[src/rtl/bist_pkg.sv]
// rtl/bist_pkg.sv - shared types, widths and the lfsr32 step function for the BIST sender/checker pair
package bist_pkg;

  typedef enum logic [1:0] {
    WAIT  = 2'd0,
    CHECK = 2'd1,
    DONE  = 2'd2
  } state_t;

  localparam int RNG_W = 32;
  localparam int CNT_W = 32;

  // Galois form of x^32 + x^22 + x^2 + x + 1
  localparam logic [RNG_W-1:0] LFSR_POLY = 32'h80200003;

  function automatic logic [RNG_W-1:0] lfsr32_next(input logic [RNG_W-1:0] s);
    return (s >> 1) ^ (s[0] ? LFSR_POLY : '0);
  endfunction

endpackage

[src/rtl/bist_pattern_gen.sv]
// rtl/bist_pattern_gen.sv - lfsr32 plus shift/merge pattern register, frozen after N_UPDATES edges
module bist_pattern_gen
  import bist_pkg::*;
#(
  parameter int               WIDTH     = 70,
  parameter logic [RNG_W-1:0] SEED      = 32'hdeadbeef,
  parameter int               N_UPDATES = 999
) (
  input  logic             i_clk,
  input  logic             i_rst,
  output logic [WIDTH-1:0] o_pattern
);

  logic [RNG_W-1:0]       r_lfsr;
  logic [WIDTH-1:0]       r_pat;
  logic [CNT_W-1:0]       r_cnt;
  logic [WIDTH+RNG_W-1:0] w_merge;
  logic                   w_active;

  // Low WIDTH bits of {pat, rng}: shifts by 32 and also covers WIDTH < 32
  assign w_merge  = {r_pat, r_lfsr};
  assign w_active = (r_cnt < CNT_W'(N_UPDATES));

  always_ff @(posedge i_clk or posedge i_rst) begin
    if (i_rst) begin
      r_lfsr <= SEED;
      r_pat  <= '0;
      r_cnt  <= '0;
    end else if (w_active) begin
      r_lfsr <= lfsr32_next(r_lfsr);
      r_pat  <= w_merge[WIDTH-1:0];
      r_cnt  <= r_cnt + 1'b1;
    end
  end

  assign o_pattern = r_pat;

endmodule

[config.mk]
export PLATFORM = sky130hd
export DESIGN_NAME = bist_pattern_gen
export DESIGN_NICKNAME = d
export VERILOG_FILES = /design/src/rtl/bist_pkg.sv /design/src/rtl/bist_pattern_gen.sv
export SDC_FILE = /design/constraint.sdc
export NUM_CORES = 1
export LEC_CHECK = 0
export BUFFER_PORTS_ARGS = -buffer_cell sky130_fd_sc_hd__buf_2
export CAP_MARGIN = 20
export CORE_MARGIN = 3
export CORE_UTILIZATION = 30
export CTS_BUF_LIST = sky130_fd_sc_hd__clkbuf_8
export DETAILED_ROUTE_END_ITERATION = 7
export PLACE_DENSITY_LB_ADDON = 0.12
export SETUP_SLACK_MARGIN = 0.4
export SYNTH_ARGS = -nofsm -noshare
export SYNTH_HDL_FRONTEND = slang
export SYNTH_SLANG_ARGS = --single-unit
[constraint.sdc]
create_clock -name i_clk -period 5.3 [get_ports i_clk]
set_clock_uncertainty 0.2 [all_clocks]
set_input_delay 1.59 -clock i_clk [delete_from_list [all_inputs] [get_ports i_clk]]
set_output_delay 1.59 -clock i_clk [all_outputs]
set_load 0.02 [all_outputs]
==> reports/qor.yml <==
drt:
  firstDrtPassIters: 4
  routed_wl_um: 8600
  via_per_inst: 4.20
  wl_per_cell_um: 12.7
  dr.first_iter.drc_count: 136
  drcViolationCount: 0
  vias: 2845
  postRouteAntennaNets: 0
logic_synthesis:
  synth.ff_latch_count: 117
  synth_top_cell_area_share: 0.527
  synth_fp_nets: 448
  syn_inst: 445
  syn_avg_cell_area_um2: 9.93
  synth.area.top_cells: "dfrtp_1 53%, nand2_1 20%, dfstp_2 14%"
  yosys.area_share.adder: 0.00283
  synth_compound_area_frac: 0.00651
  synth_xor_area_frac: 0.0218
  synth_top_family_by_area: "simple AND/OR/NAND/NOR gates"
  synth.area.mux_share: 0
  seq_area_frac_synth: 0.669
  synth_cell_types: 24
  synth-simple-area-share: 0.231
  yosysTopAreaCell: "dfrtp_1"
  yosysWarnings: 0
  syn_area_mm2: 0.00442
hold_path:
  hold_path_depth: 0
  hold_path.class: "register to register"
critical_path:
  critPathBufInv: 1
  critical_path_class: "register to primary output"
  crit_path_start_kind: "register"
  slowest_delay_ps: 430
  reg2reg_depth: 7
  cp_data_arrival_time_ps: 1050
  end_kind: "primary output"
  path_cells: "buf_2"
  crit_slowest_cell: "dfrtp_1"
  crit_fanout: 4
  worst-path-stages: 1
  path_delay_family: "flip-flops"
  cp.required_ps: 3510
place:
  post-place-cells: 644
  gp_congestion: 0.704
  io_buffers: 71
  hpwl_um: 5110
timing:
  hold_violations: 0
  max_freq_mhz: 352
  slew_headroom: 0.386
  setup_tns_ps: 0
  drv_slew: 0
  worst_slew_pin_slew_ps: 921
  min_period_ps: 2840
  setup_viol: 0
  post-route-period-util: 0.536
  rsz0062_at_grt: "no"
floorplan:
  die_x_um: 127
  row_count: 43
  io_pins: 72
  start_util: 0.312
  core_area_mm2: 0.0141
  dieArea_mm2: 0.0162
  die_h_um: 127
final_layout:
  finalNonFillerCells: 677
  final_util: 0.367
  final_common_cell: "nand2_1"
  fill_cells: 1459
  area_growth_pct: 17.4
  antenna_cells: 0
  seq_area_mm2: 0.00296
  multiInputGateArea_mm2: 0.00117
  drive_gt1_frac: 0.268
  layout_common_cells: "234 x nand2_1, 93 x dfrtp_1, 71 x buf_2"
  layout.nets: 487
grt:
  grt_pass1_wl_um: 14700
  grt_overflow: 0
  grt_max_degree: 90
  grt_pass1_vias: 2961
  antenna_found_initial: 0
  grt_use_total: 0.116
cts:
  cts-root-buf: "clkbuf_8"
  cts_setup_buffers: 0
  ctsHoldBuffers: 0
  h-tree-depth: 4
  insertion_delay_ps: 430
  cts_tree: "yes"
  numCtsBuffers: 17
  cts_sinks: 117
  clock_tree.buffer_depth: 2
  cts.clk_slew.worst_paths_ps: 60
  ctsResizeCount: 0
pwr:
  p_total_w: 0.00178
  leakage_nw: 3.00
  max-vdd-ir-drop_mv: 0.165
  power_density_mw_per_mm2: 344
job:
  maxCapViolCount: 0
status:
  status: "finished, final reports clean"
area by class of cell:
cell class	count	share of cell area
Tap cell	180	0.0434
Clock buffer	19	0.0504
Inverter	1	0.00121
Timing Repair Buffer	76	0.0781
Multi-Input combinational cell	271	0.225
Clock inverter	13	0.0316
Sequential cell	117	0.570
sequential cells by signal, indices dropped and copies added, names as in the netlist:
signal	cells
r_lfsr	32
r_cnt	32
o_pattern	53
cells by family after synthesis:
group	count (synthesis)
and+or+nand+nor	255
DFF	117
buffers and inverters	57
xor gates and xnor gates	11
AOI/OAI and AO/OA	4
adders and majority gates	1
power breakdown:
group          total (W)  switching, W  internal [W]
clock network   0.000871      0.000343      0.000528
logic          0.0000185     0.0000172    0.00000137
registers       0.000894             0      0.000894
total            0.00178      0.000361       0.00142
synthesized netlist by cell type, drive strengths merged:
cell type,n
nor2,4
clkbuf,29
buf,27
ha,1
inv,1
nand4b,1
dfrtp,93
nand3,2
nor3,1
and4,2
and3,1
dfstp,24
o21ai,2
xor2,1
a41o,1
nand2,234
a211o,1
xnor2,10
nand4,4
and2,1
or4,5
metal layers:
| layer | up-vias | track usage | part of all wire |
|---|---|---|---|
| met4 | 0 | 0.0511 | 0.020 |
| met3 | 13 | 0.0431 | 0.053 |
| met1 | 1344 | 0.149 | 0.48 |
| li1 | 1424 | - | - |
| met2 | 64 | 0.175 | 0.44 |
| met5 | - | 0 | 0 |
metrics by stage:
stage | instance area [um2] | hold slack [ps] | setup WS (ps)
after floorplan | 4420 | 221 | 449
after global placement | 4740 | 157 | 2330
after detailed placement | 4740 | 159 | 2310
after CTS | 5170 | 173 | 2270
after global routing | 5190 | 183 | 2390
final | 5190 | 169 | 2460
path summary, 6_finish.rpt:
check	slack [ps]	to	startpoint
setup / recovery	2460	o_pattern[23]	r_lfsr[22]
hold / removal	170	r_cnt[30]	r_cnt[30]
setup reg to reg	2770	o_pattern[3]	r_cnt[20]
hold reg to reg	170	r_cnt[30]	r_cnt[30]
max in group asynchronous	2880	r_lfsr[30]	i_rst
min in group asynchronous	1080	o_pattern[63]	i_rst
(Power assumes the default switching activity.)
